$ cat src/rtl/microwave_timer.sv
// Keypad-fed M:SS cook timer: synchronises encoder inputs, shifts digits in, counts down on 1 Hz ticks.
// Optional MICROWAVE_QUICK_START_EN: start at 0:00 loads 0:30, start while counting adds 30 s (sat 9:59).
module microwave_timer #(
  parameter int SYNC_STAGES = 2,
  parameter int DONE_TICKS  = 3
) (
  input  logic       clk,
  input  logic       clear,
  input  logic [3:0] D,
  input  logic       loadn,
  input  logic       pgt_1Hz,
  input  logic       start,
  input  logic       stop,
  output logic [3:0] min_ones,
  output logic [3:0] sec_tens,
  output logic [3:0] sec_ones,
  output logic       cook,
  output logic       done,
  output logic       zero
);

  localparam int CW = $clog2(DONE_TICKS + 1);

  typedef enum logic [1:0] {ST_IDLE, ST_COUNT, ST_PAUSE, ST_DONE} state_e;

  logic [SYNC_STAGES-1:0][3:0] d_sync_q;
  logic [SYNC_STAGES-1:0]      loadn_sync_q;
  logic [SYNC_STAGES-1:0]      pgt_sync_q;
  logic                        loadn_prev_q;
  logic                        pgt_prev_q;
  logic                        start_q;
  logic                        stop_q;

  state_e          state_q, state_d;
  logic [3:0]      min_ones_q, min_ones_d;
  logic [3:0]      sec_tens_q, sec_tens_d;
  logic [3:0]      sec_ones_q, sec_ones_d;
  logic [CW-1:0]   done_cnt_q, done_cnt_d;
  logic            cook_q, cook_d;
  logic            done_q, done_d;
  logic            zero_q, zero_d;

  logic       key_ev, tick, start_ev, stop_ev;
  logic [3:0] d_s;

  assign d_s      = d_sync_q[SYNC_STAGES-1];
  assign key_ev   = loadn_prev_q & ~loadn_sync_q[SYNC_STAGES-1];
  assign tick     = ~pgt_prev_q & pgt_sync_q[SYNC_STAGES-1];
  assign start_ev = start & ~start_q;
  assign stop_ev  = stop & ~stop_q;

`ifdef MICROWAVE_QUICK_START_EN
  // +30 s on M:SS; entered tens of 6..9 can overflow twice into minutes
  logic [4:0] t3;
  logic [3:0] add_tens;
  logic [4:0] add_min;

  always_comb begin
    t3       = {1'b0, sec_tens_q} + 5'd3;
    add_tens = t3[3:0];
    add_min  = {1'b0, min_ones_q};
    if (t3 >= 5'd12) begin
      add_tens = 4'(t3 - 5'd12);
      add_min  = {1'b0, min_ones_q} + 5'd2;
    end else if (t3 >= 5'd6) begin
      add_tens = 4'(t3 - 5'd6);
      add_min  = {1'b0, min_ones_q} + 5'd1;
    end
  end
`endif

  always_comb begin
    state_d    = state_q;
    min_ones_d = min_ones_q;
    sec_tens_d = sec_tens_q;
    sec_ones_d = sec_ones_q;
    done_cnt_d = done_cnt_q;

    case (state_q)
      ST_IDLE: begin
        if (stop_ev) begin
          min_ones_d = 4'd0;
          sec_tens_d = 4'd0;
          sec_ones_d = 4'd0;
        end else if (start_ev && !zero_q) begin
          state_d = ST_COUNT;
`ifdef MICROWAVE_QUICK_START_EN
        end else if (start_ev) begin
          min_ones_d = 4'd0;
          sec_tens_d = 4'd3;
          sec_ones_d = 4'd0;
          state_d    = ST_COUNT;
`endif
        end else if (key_ev && (d_s <= 4'd9)) begin
          min_ones_d = sec_tens_q;
          sec_tens_d = sec_ones_q;
          sec_ones_d = d_s;
        end
      end

      ST_COUNT: begin
        if (stop_ev) begin
          state_d = ST_PAUSE;
`ifdef MICROWAVE_QUICK_START_EN
        end else if (start_ev) begin
          if (add_min > 5'd9) begin
            min_ones_d = 4'd9;
            sec_tens_d = 4'd5;
            sec_ones_d = 4'd9;
          end else begin
            min_ones_d = add_min[3:0];
            sec_tens_d = add_tens;
          end
`endif
        end else if (tick) begin
          if (sec_ones_q != 4'd0) begin
            sec_ones_d = sec_ones_q - 4'd1;
          end else begin
            sec_ones_d = 4'd9;
            if (sec_tens_q != 4'd0) begin
              sec_tens_d = sec_tens_q - 4'd1;
            end else begin
              sec_tens_d = 4'd5;
              min_ones_d = min_ones_q - 4'd1;
            end
          end
          if ({min_ones_d, sec_tens_d, sec_ones_d} == 12'd0) begin
            state_d    = ST_DONE;
            done_cnt_d = '0;
          end
        end
      end

      ST_PAUSE: begin
        if (stop_ev) begin
          min_ones_d = 4'd0;
          sec_tens_d = 4'd0;
          sec_ones_d = 4'd0;
          state_d    = ST_IDLE;
        end else if (start_ev) begin
          state_d = ST_COUNT;
        end
      end

      ST_DONE: begin
        if (stop_ev) begin
          state_d = ST_IDLE;
        end else if (tick) begin
          if (done_cnt_q == CW'(DONE_TICKS - 1)) begin
            state_d    = ST_IDLE;
            done_cnt_d = '0;
          end else begin
            done_cnt_d = done_cnt_q + 1'b1;
          end
        end
      end

      default: state_d = ST_IDLE;
    endcase

    zero_d = ({min_ones_d, sec_tens_d, sec_ones_d} == 12'd0);
    cook_d = (state_d == ST_COUNT);
    done_d = (state_d == ST_DONE);
  end

  always_ff @(posedge clk) begin
    if (clear) begin
      d_sync_q     <= '0;
      loadn_sync_q <= '1;
      pgt_sync_q   <= '0;
      loadn_prev_q <= 1'b1;
      pgt_prev_q   <= 1'b0;
      start_q      <= 1'b0;
      stop_q       <= 1'b0;
      state_q      <= ST_IDLE;
      min_ones_q   <= 4'd0;
      sec_tens_q   <= 4'd0;
      sec_ones_q   <= 4'd0;
      done_cnt_q   <= '0;
      cook_q       <= 1'b0;
      done_q       <= 1'b0;
      zero_q       <= 1'b1;
    end else begin
      d_sync_q     <= {d_sync_q[SYNC_STAGES-2:0], D};
      loadn_sync_q <= {loadn_sync_q[SYNC_STAGES-2:0], loadn};
      pgt_sync_q   <= {pgt_sync_q[SYNC_STAGES-2:0], pgt_1Hz};
      loadn_prev_q <= loadn_sync_q[SYNC_STAGES-1];
      pgt_prev_q   <= pgt_sync_q[SYNC_STAGES-1];
      start_q      <= start;
      stop_q       <= stop;
      state_q      <= state_d;
      min_ones_q   <= min_ones_d;
      sec_tens_q   <= sec_tens_d;
      sec_ones_q   <= sec_ones_d;
      done_cnt_q   <= done_cnt_d;
      cook_q       <= cook_d;
      done_q       <= done_d;
      zero_q       <= zero_d;
    end
  end

  assign min_ones = min_ones_q;
  assign sec_tens = sec_tens_q;
  assign sec_ones = sec_ones_q;
  assign cook     = cook_q;
  assign done     = done_q;
  assign zero     = zero_q;

endmodule

$ cat config.mk
export PLATFORM = sky130hd
export DESIGN_NAME = microwave_timer
export DESIGN_NICKNAME = d
export VERILOG_FILES = /design/src/rtl/microwave_timer.sv
export SDC_FILE = /design/constraint.sdc
export NUM_CORES = 1
export LEC_CHECK = 0
export ABC_AREA = 1
export BUFFER_PORTS_ARGS = -buffer_cell sky130_fd_sc_hd__buf_2
export CAP_MARGIN = 15
export CORE_MARGIN = 2
export CORE_UTILIZATION = 60
export DETAILED_ROUTE_END_ITERATION = 16
export PLACE_DENSITY = 0.89
export SLEW_MARGIN = 20
export SYNTH_ARGS = -nofsm -noshare
export SYNTH_HDL_FRONTEND = slang
export SYNTH_SLANG_ARGS = --single-unit
$ cat constraint.sdc
create_clock -name clk -period 4.64 [get_ports clk]
set_input_delay 0.232 -clock clk [delete_from_list [all_inputs] [get_ports clk]]
set_output_delay 0.232 -clock clk [all_outputs]
set_load 0.005 [all_outputs]
== Word level (Yosys, flattened, before mapping) ==
Cells that the tools add are included.
Word-level totals
  bits in registers: 35
  output and inout port bits: 15
  word-level logic and storage cells: 103
Operators by class
  $add $sub $neg: 4
  magnitude comparators: 1
  equality and inequality tests: 11
  muxes and demuxes: 53
  bitwise logic cells: 8
  reduce and logical (&&, ||, !) cells: 10
Operators with widths (number)
  $mux 4: 32
  $pmux 4 s3: 3
  $mux 2: 16
  $logic_not 12->1: 2
  $sub 4x1->4 const B: 3
  $ne 2x2->1 const B: 5
  $eq 2x2->1 const B: 4
  $pmux 2 s4: 1
  $reduce_bool 4->1: 2
  $reduce_and 6->1: 1
  $and 1x1->1: 4
  $eq 2x1->1 const B: 2
  $le 4x4->1 const B: 1
  $not 1->1: 4
  $pmux 2 s2: 1
  $add 2x1->2 const B: 1
  $logic_and 1x1->1: 2
  $logic_not 2->1: 1
  $reduce_bool 2->1: 1
  $logic_not 1->1: 1

== Depth between registers and ports, before layout ==
Gate-level depths: netlist of run 1.
  depth after elaboration: 12
  mapped depth: 15

== Worst setup path after synthesis of run 1 ==
No wires, ideal clock.
  kind: register -> register
  start point: register sec_ones_q[0] (netlist: sec_ones[0])
  end point: register done_cnt_q[0]
  library setup time: 115 ps
  arrival time: 1591 ps
  data required time: 4525 ps
  setup slack: 2935 ps
  stages on the path, launching flop included: 14
  buffers on the path: 0
  cells stage by stage: dfxtp_1 -> inv_1 -> ha_1 -> nand3_4 -> nor2_8 -> inv_2 -> nand3_1 -> inv_1 -> nor2_2 -> nand3_1 -> nand2_2 -> nand3_1 -> nand2_1 -> nor2_1
Between the ends
  longest elaborated chain between the ends: 8
  elaborated cells between the ends (all ways): 17
RTL lines
  start, declared: RTL line 37  | logic [3:0] sec_ones_q, sec_ones_d;
  start signal, assigned: RTL line 194  | sec_ones_q <= sec_ones_d;
  $sub 4x1->4 or $reduce_bool 4->1 (tied branches): RTL line 117, 116
  $mux 4: RTL line 116  | if (sec_ones_q != 4'd0) begin
  $mux 4: RTL line 115  | end else if (tick) begin
  $mux 4: RTL line 102  | if (stop_ev) begin
  $mux 4: RTL line 79  | case (state_q)
  $logic_not 12->1 *: RTL line 127  | if ({min_ones_d, sec_tens_d, sec_ones_d} == 12'd0) begin
  $ne 2x2->1 (no source line) *
  $reduce_and 6->1 (no source line) *
  end signal, assigned: RTL line 195  | done_cnt_q <= done_cnt_d;
  end, declared: RTL line 38  | logic [CW-1:0] done_cnt_q, done_cnt_d;
Mark *: on every way between the ends. The rest lies on a longest branch, timed or not. The select of a mux whose other input is x is not followed.
A chain may end at the register's enable or synchronous reset.

== Final worst setup path of run 1 ==
  start point: register sec_ones_q[0] (netlist: sec_ones[0])
  end point: register done_cnt_q[1]
The elaborated chain is that of the path after synthesis.

==> flow_metrics.tcl, run 1 <==
set metrics [dict create \
    cts_tree "built" \
    cts_root_buf "clkbuf_4" \
    die_y_microns 63.2 \
    grt_setup_unrepaired "false" \
    post-cts-setup-buffer-count 0 \
    cp_common_cell "nand3_1" \
    synth_fa_ha_area_share_pct 2.38 \
    min_path_type "in -> reg" \
    holdBufCountCts 0 \
    cts_buffers 5 \
    synthMuxAreaShare_pct 0 \
    cts.sinks 35 \
    required_ns 4.89 \
    routedLengthMet1_mm 2.20 \
    synth_area_sq_um 2100 \
    status "finished clean" \
    grt_antenna_before_repair 0 \
    power.leakage_nw 1.21 \
    drive_above_1_share_pct 18.2 \
    path_cells "inv_1, ha_1, nand3_4, inv_2, nand3_1, o21ai_1, nand2_1, nor2_2, nand3_1, nand2_2, nand3_1, nand2_1, nor2_1" \
    grt_max_degree 27 \
    nNetsFinal 375 \
    synth_xor_area_share_pct 0 \
    finalSetupViolCount 0 \
    syn_inst 336 \
    grt_pass1_vias 1912 \
    vias 2215 \
    insertion_delay_ns 0.35 \
    syn_area_per_cell_sq_um 6.26 \
    synth_cell_types 29 \
    cts.clk_slew.worst_paths_ns 0.11 \
    grt.total_usage_pct 26.9 \
    min_period_over_period_pct 43.7 \
    synth-seq-cells 35 \
    met2_length_mm 2.33 \
    max_cap_viol_count 0 \
    drcViolationCount 0 \
    synth.top_cell.area_share_pct 33.3 \
    grt_pass1_wl_mm 8.55 \
    dp_hpwl_mm 3.85 \
    sw_frac_of_total_pct 26.6 \
    synthTopCellsByArea "dfxtp_1 33%, nand2_1 16%, inv_1 8.7%, nor2_1 8.6%, nand3_1 7.9%" \
    cts_max_level 2 \
    max_slew_margin_pct 70.7 \
    end_kind "register" \
    p_int_w 0.000466 \
    stdcell_count 408 \
    floorplan.initialDensity_pct 62.5 \
    synth_top_family_by_area "simple AND/OR/NAND/NOR gates" \
    drt-total-wl_mm 5.11 \
    fin_tns_setup_ns 0 \
    period_needed_ns 2.03 \
    ioPinCount 25 \
    cp_slowest_cell "dfxtp_1" \
    synth_compound_area_share_pct 7.91 \
    io_buffer_count 24 \
    max_stage_delay_ns 0.35 \
    holdWs_ns 0.0606 \
    topRoutingLayerUsed "met4" \
    diodes 0 \
    area_growth_pct 11.2 \
    p_comb_share_pct 12.4 \
    clock_path_buffers 2 \
    cp.arrival_ns 2.28 \
    p_per_area_nw_per_um2 271 \
    timing.fmax_mhz 493 \
    met3_length_microns 386 \
    worst-setup-path-type "reg -> reg" \
    switchingPower_w 0.000168 \
    slew_viol_final 0 \
    p_clk_share_pct 37.7 \
    die_w_microns 63.2 \
    core_sq_um 3360 \
    peakVddDrop_v 0.000260 \
    overflow 0 \
    dp.cells 400 \
    seqPwrFrac_pct 49.9 \
    final_hold_viol_count 0 \
    worstMarginPinSlew_ns 0.438 \
    synthesis.nets 350 \
    initialDrtViolationCount 224 \
    synth_top_area_cell "dfxtp_1" \
    synthSimpleGateAreaFrac_pct 45.1 \
    die_area_sq_um 3990 \
    first_pass_iters 7 \
    crit_path_start_kind "register" \
    via_per_inst 5.43 \
    postRouteAntennaNets 0 \
    routabilityCongestion 0.988 \
    seq_area_frac_synth_pct 33.3 \
    skew_ns 0.00442 \
    rows 21 \
    routedWlPerCell_microns 12.5 \
    path_max_fanout 8 \
    synth_warnings 0 \
    cts_resized 0 \
]
kinds of logic after synthesis:
| group | count (synthesis) |
|---|---|
| AO/OA/AOI/OAI | 30 |
| buffers and inverters | 61 |
| adder cells (fa/ha/maj) | 4 |
| AND/OR/NAND/NOR | 206 |
| flip-flops | 35 |
critical path: cells and delay by family (launching register included):
family                     cells  cell delay, ns
and+or+nand+nor                9            0.92
DFF                            1            0.35
AOI/OAI and AO/OA              1            0.12
adders and majority gates      1            0.25
buffers and inverters          2            0.29
registers in the layout, summed over array words and instances (netlist names):
register      flops
done_cnt_q        2
stop_q            1
sec_tens          4
d_sync_q          4
state_q           2
pgt_prev_q        1
min_ones          4
cook              1
loadn_sync_q      2
done              1
pgt_sync_q        2
start_q           1
loadn_prev_q      1
zero              1
d_s               4
sec_ones          4
per-stage QoR:
step / utilization (%) / total power (W) / setup slack [ns] / instance area [sq um]
finish: 69.6 / 0.000634 / 2.61 / 2340
global route: 69.6 / 0.000659 / 2.44 / 2340
CTS: 69.6 / 0.000637 / 2.65 / 2340
detailed placement: 66.9 / 0.000400 / 2.68 / 2250
global placement: 66.9 / 0.000398 / 2.72 / 2250
floorplan: - / 0.000380 / 2.93 / 2100
final timing paths:
check / startpoint / to / slack [ns] / depth (start not counted)
max: sec_ones[0] / done_cnt_q[1] / 2.61 / 13
min: loadn / loadn_sync_q[0] / 0.06 / 2
max reg2reg: sec_ones[0] / done_cnt_q[1] / 2.61 / 13
min reg2reg: d_sync_q[2] / d_s[2] / 0.41 / 2
cell usage after synthesis (all sizes together):
cell type	number
nor2	61
dfxtp	35
o21ai	12
a21oi	15
nand4	4
clkbuf	3
nor3	2
nand3	37
inv	54
a22oi	1
buf	3
ha	4
or2	5
clkinv	1
o2111ai	1
nand2	97
a21boi	1
placed cells by master, fill, tap and decap left out, types with 5 or more instances in the layout:
master / instances
inv_1: 49
nand2_2: 6
nor2_2: 9
nand2_1: 91
nand3_1: 33
dfxtp_1: 35
nor2_1: 48
inv_2: 5
clkbuf_4: 5
buf_2: 24
a21oi_1: 14
o21ai_0: 9
metal layers:
metal | vias up | track usage (%)
met2 | 104 | 44.5
met1 | 1002 | 34.2
met3 | 18 | 5.18
met5 | - | 0
li1 | 1091 | -
met4 | 0 | 11.7
cell type report:
class / count / area, sq um
Multi-Input combinational cell: 240 / 1160
Fill cell: 330 / 1020
Sequential cell: 35 / 701
Inverter: 55 / 206
Timing Repair Buffer: 24 / 120
Tap cell: 46 / 57.6
Clock buffer: 6 / 51.3
Clock inverter: 2 / 38.8
power groups by stage:
stage	clock (W)	combinational (W)	sequential (W)
finish	0.000239	0.0000787	0.000316
global route	0.000255	0.0000876	0.000317
CTS	0.000243	0.0000775	0.000316
detailed placement	0	0.0000769	0.000323
global placement	0	0.0000756	0.000323
floorplan	0	0.0000593	0.000321
Power figures use the tool's default switching activity.
==> inputs of run 2 (changes only) <==
ABC_AREA = 0   (was 1)
CORE_UTILIZATION = 57   (was 60)
PLACE_DENSITY = 0.85   (was 0.89)
clock period = 2.05 ns   (was 4.64 ns; I/O delays follow)
==> flow_metrics.tcl, run 2 <==
set metrics [dict create \
    dp_hpwl_mm 4.55 \
    diodes 0 \
    core_sq_um 3390 \
    synth_warnings 0 \
    ys.flop_type "dfxtp_1" \
    worst-setup-path-type "reg -> reg" \
    cts_max_level 2 \
    worstMarginPinSlew_ns 0.671 \
    layout_commonest_cell "buf_4" \
    p_per_area_nw_per_um2 479 \
    clock_path_buffers 2 \
    drcViolationCount 0 \
    required_ns 2.31 \
    crit_path_start_kind "register" \
    p_clk_share_pct 37.4 \
    synthesis.nets 245 \
    timing.rr.start "sec_tens[0]" \
    first_pass_iters 6 \
    grt.total_usage_pct 37.4 \
    period_needed_ns 2.82 \
    sw_frac_of_total_pct 26.7 \
    yosys-top-cells-count "35 x dfxtp_1, 23 x nor2_1, 21 x nor2b_1" \
    cts.clk_slew.worst_paths_ns 0.13 \
    fin_util_pct 87.2 \
    power.leakage_nw 1.29 \
    startpoint "sec_tens[0]" \
    status "complete, but fails checks" \
    min_from "start" \
    finalSetupViolCount 13 \
    insertion_delay_ns 0.37 \
    synth_top_area_cell "dfxtp_1" \
    skew_ns 0.0166 \
    synth_area_sq_um 2030 \
    p_int_w 0.00104 \
    stdcell_count 372 \
    grt_antenna_before_repair 0 \
    cp.arrival_ns 3.08 \
    drive_above_1_share_pct 47.2 \
    synth-seq-cells 35 \
    postRouteAntennaNets 0 \
    setup_ws_ns -0.769 \
    synth_cell_types 59 \
    layout_common_cells "68 x buf_4, 31 x dfxtp_1, 24 x buf_2, 21 x nor2b_1, 21 x nor2_1" \
    path_max_fanout 3 \
    seq_area_frac_synth_pct 34.4 \
    drt-total-wl_mm 8.28 \
    syn_inst 231 \
    end_kind "register" \
    synth_edf_count 0 \
    holdWs_ns 0.0587 \
    timing.fmax_mhz 355 \
    yosysMostFrequentCell "dfxtp_1" \
    rows 21 \
    failed_checks "negative setup slack" \
    dp.cells 350 \
    die_y_microns 63.7 \
    syn_area_per_cell_sq_um 8.81 \
    cts_tree "built" \
    max_cap_viol_count 0 \
    io_buffer_count 24 \
    switchingPower_w 0.000378 \
    routabilityCongestion 0.967 \
    seqPwrFrac_pct 49.7 \
    cts.sinks 35 \
    p_comb_share_pct 13.0 \
    nNetsFinal 339 \
    synth.top_cell.area_share_pct 34.4 \
    area_growth_pct 45.3 \
    grt_pass1_wl_mm 11.6 \
    ioPinCount 25 \
    overflow 0 \
    initialDrtViolationCount 469 \
    die_area_sq_um 4060 \
    peakVddDrop_v 0.000507 \
    grt_setup_unrepaired "true" \
    fin_tns_setup_ns -4.33 \
    final_hold_viol_count 0 \
    vias 2481 \
    min_path_type "in -> reg" \
    grt_max_degree 33 \
    slew_viol_final 0 \
    via_per_inst 6.67 \
    max_slew_margin_pct 55.2 \
    routedWlPerCell_microns 22.3 \
    ys_async_sr_fraction_pct 0 \
    p_total_w 0.00142 \
    cts_root_buf "clkbuf_4" \
    floorplan.initialDensity_pct 60.0 \
    min_period_over_period_pct 138 \
    cts_buffers 5 \
    synthTopCellsByArea "dfxtp_1 34%, nor2b_1 6.5%, nor2_1 4.2%, mux2_2 3.3%, mux2i_1 3.0%" \
    die_w_microns 63.7 \
    grt_pass1_vias 2322 \
]
run 2: path summary, 6_finish.rpt:
path	to	slack (ns)	cells past startpoint
min reg2reg	loadn_sync_q[1]	0.44	1
max reg2reg	zero	-0.77	8
min	start_q	0.06	2
max	zero	-0.77	8
run 2: per-layer routing:
layer | global-route usage, % | wire length, microns | up-vias
met5 | 1.39 | 0 | -
li1 | - | - | 1035
met3 | 9.51 | 920 | 67
met1 | 44.4 | 3110 | 1145
met4 | 19.6 | 529 | 0
met2 | 62.1 | 3720 | 234
run 2: layout make-up:
type | instances | area [sq um]
Fill cell | 174 | 433
Timing Repair Buffer | 100 | 712
Sequential cell | 35 | 708
Clock inverter | 3 | 43.8
Clock buffer | 5 | 37.5
Inverter | 9 | 38.8
Multi-Input combinational cell | 174 | 1360
Tap cell | 46 | 57.6
run 2: power by group through the flow:
stage               Sequential [W]  Clock (W)  Combinational [W]
floorplan                 0.000715          0          0.0000828
global route              0.000705   0.000550           0.000190
detailed placement        0.000717          0           0.000146
CTS                       0.000702   0.000521           0.000164
finish                    0.000703   0.000529           0.000184
global placement          0.000716          0           0.000142
run 2: through the flow:
stage	area [sq um]	setup slack [ns]
after global routing	2960	-0.832
after floorplan	2080	-0.364
after global placement	2630	-0.328
final	2960	-0.769
after CTS	2880	-0.387
after detailed placement	2630	-0.409
run 2: kinds of logic after synthesis:
| logic type | synth area share (%) |
|---|---|
| compound gates | 17.5 |
| xor+xnor | 0.861 |
| fa+ha+maj | 2.46 |
| buf+inv | 6.09 |
| flops | 34.4 |
| mux | 6.27 |
| simple gates | 32.4 |
run 2: worst max-delay path, stage by stage (launching register included):
cell,delay [ns]
dfxtp_2,0.35
inv_2,0.08
ha_4,0.14
or3b_4,0.40
or4_4,0.54
nor4_4,0.21
mux2i_1,0.40
nor3_2,0.15
o41ai_2,0.43
run 2: repair_timing:
action / 4_1_cts / 5_1_grt
buffers inserted: 6 / 4
gates cloned: 0 / 0
endpoints found under the setup margin: 14 / 16
gates resized for setup: 16 / 13
hold buffers: 7 / 0
pin swaps: 5 / 5
hold endpoints to repair: 7 / 0
==> inputs of run 3 (changes only) <==
ABC_AREA = 1   (was 0)
CORE_UTILIZATION = 58   (was 57)
CTS_CLUSTER_SIZE = 16   (was not set)
PLACE_DENSITY = 0.86   (was 0.85)
SLEW_MARGIN = not set   (was 20)
==> flow_metrics.tcl, run 3 (synthesis gave the netlist of run 1 again) <==
set metrics [dict create \
    status "finished clean" \
    path_max_fanout 10 \
    insertion_delay_ns 0.35 \
    worstMarginPinSlew_ns 0.473 \
    grt_max_degree 26 \
    drcViolationCount 0 \
    vias 2209 \
    cts_root_buf "clkbuf_4" \
    grt_antenna_before_repair 0 \
    timing.rr.start "sec_ones[1]" \
    overflow 0 \
    postRouteAntennaNets 0 \
    min_path_type "in -> reg" \
    initialDrtViolationCount 187 \
    fin_tns_setup_ns 0 \
    dp.cells 408 \
    clock_path_buffers 2 \
    crit_path_start_kind "register" \
    cts.sinks 35 \
    grt_pass1_vias 1995 \
    setup_ws_ns 0.144 \
    finalSetupViolCount 0 \
    cp_common_cell "nand2_1" \
    crit_family "simple AND/OR/NAND/NOR gates" \
    power.leakage_nw 1.28 \
    io_buffer_count 24 \
    ioPinCount 25 \
    die_area_sq_um 4120 \
    routabilityCongestion 0.968 \
    timing.fmax_mhz 525 \
    skew_ns 0.0112 \
    required_ns 2.35 \
    grt.total_usage_pct 28.7 \
    critPathBufInv 2 \
    switchingPower_w 0.000405 \
    path_cells "inv_1, ha_2, nand3_4, nor2_8, nand2_1, nand2_1, nand3_1, nand2_1, nand2_1, clkinv_1, nand2_1, nor2_1, nand3_1, nand2_1" \
    sw_frac_of_total_pct 28.1 \
    routedWlPerCell_microns 13.0 \
    layout_common_cells "91 x nand2_1, 48 x inv_1, 48 x nor2_1, 35 x dfxtp_1, 33 x nand3_1" \
    worst-path-stages 14 \
    rows 21 \
    startpoint "sec_ones[1]" \
    dp_hpwl_mm 4.04 \
    cts.clk_slew.worst_paths_ns 0.12 \
    seqPwrFrac_pct 49.4 \
    pre_cts_ws_ns 0.128 \
    area_growth_pct 17.8 \
    nNetsFinal 391 \
    cts_max_level 2 \
    peakVddDrop_v 0.000527 \
    holdWs_ns 0.121 \
    max_stage_delay_ns 0.36 \
    grt_setup_unrepaired "false" \
    fin_util_pct 72.5 \
    die_w_microns 64.2 \
    drt-total-wl_mm 5.50 \
    cts_buffers 5 \
    p_int_w 0.00104 \
    layout_commonest_cell "nand2_1" \
    min_period_over_period_pct 93.0 \
    p_comb_share_pct 14.0 \
    cp_slowest_cell "dfxtp_1" \
    grt_pass1_wl_mm 9.06 \
    period_needed_ns 1.91 \
    p_per_area_nw_per_um2 583 \
    diodes 0 \
    end_kind "register" \
    rr_worst_depth 14 \
    first_pass_iters 6 \
    drive_above_1_share_pct 20.1 \
    p_clk_share_pct 36.5 \
    min_path_cells 3 \
    stdcell_count 424 \
    cts_tree "built" \
    cp.arrival_ns 2.20 \
    max_cap_viol_count 0 \
    floorplan.initialDensity_pct 61.6 \
    worst-setup-path-type "reg -> reg" \
    die_y_microns 64.2 \
    core_sq_um 3420 \
    slew_viol_final 0 \
    min_from "clear" \
    max_slew_margin_pct 68.4 \
    via_per_inst 5.21 \
    final_hold_viol_count 0 \
]
run 3: per-layer routing:
metal / routed length, microns / track usage [%] / share of wire [%]
met1: 2410 / 37.2 / 44
met2: 2580 / 48.0 / 47
met3: 411 / 5.28 / 7.5
met4: 107 / 9.31 / 1.9
met5: 0 / 0 / 0
run 3: power by group through the flow:
stage	Combinational, W	Sequential (W)	Clock, W
after floorplan	0.000134	0.000726	0
after CTS	0.000198	0.000714	0.000530
after detailed placement	0.000185	0.000729	0
after global placement	0.000183	0.000728	0
after global routing	0.000224	0.000717	0.000562
final	0.000202	0.000714	0.000528
run 3: area by class of cell:
cell class	count	area, sq um
clock buffer	5	37.5
clock inverter	3	47.5
fill	281	938
inverter	55	206
multi-input combinational	240	1170
sequential	35	701
tap	46	57.6
timing repair buffer	40	260
run 3: metrics by stage:
step,area [sq um],power (W)
finish,2480,0.00144
CTS,2470,0.00144
global route,2480,0.00150
floorplan,2100,0.000861
global placement,2310,0.000912
detailed placement,2310,0.000915
run 3: path summary, 6_finish.rpt:
kind | end | slack (ns)
setup / recovery | zero | 0.14
hold / removal | zero | 0.12
setup reg to reg | zero | 0.14
hold reg to reg | d_s[1] | 0.41
run 3: repair_timing:
item,4_1_cts,5_1_grt
hold buffers,8,0
endpoints found under the setup margin,0,4
gates resized for setup,0,2
buffers inserted,0,0
hold endpoints to repair,8,0
run 3: worst min-delay path: stages:
cell	delay [ns]
buf_2	0.08
inv_1	0.15
nand2_1	0.11
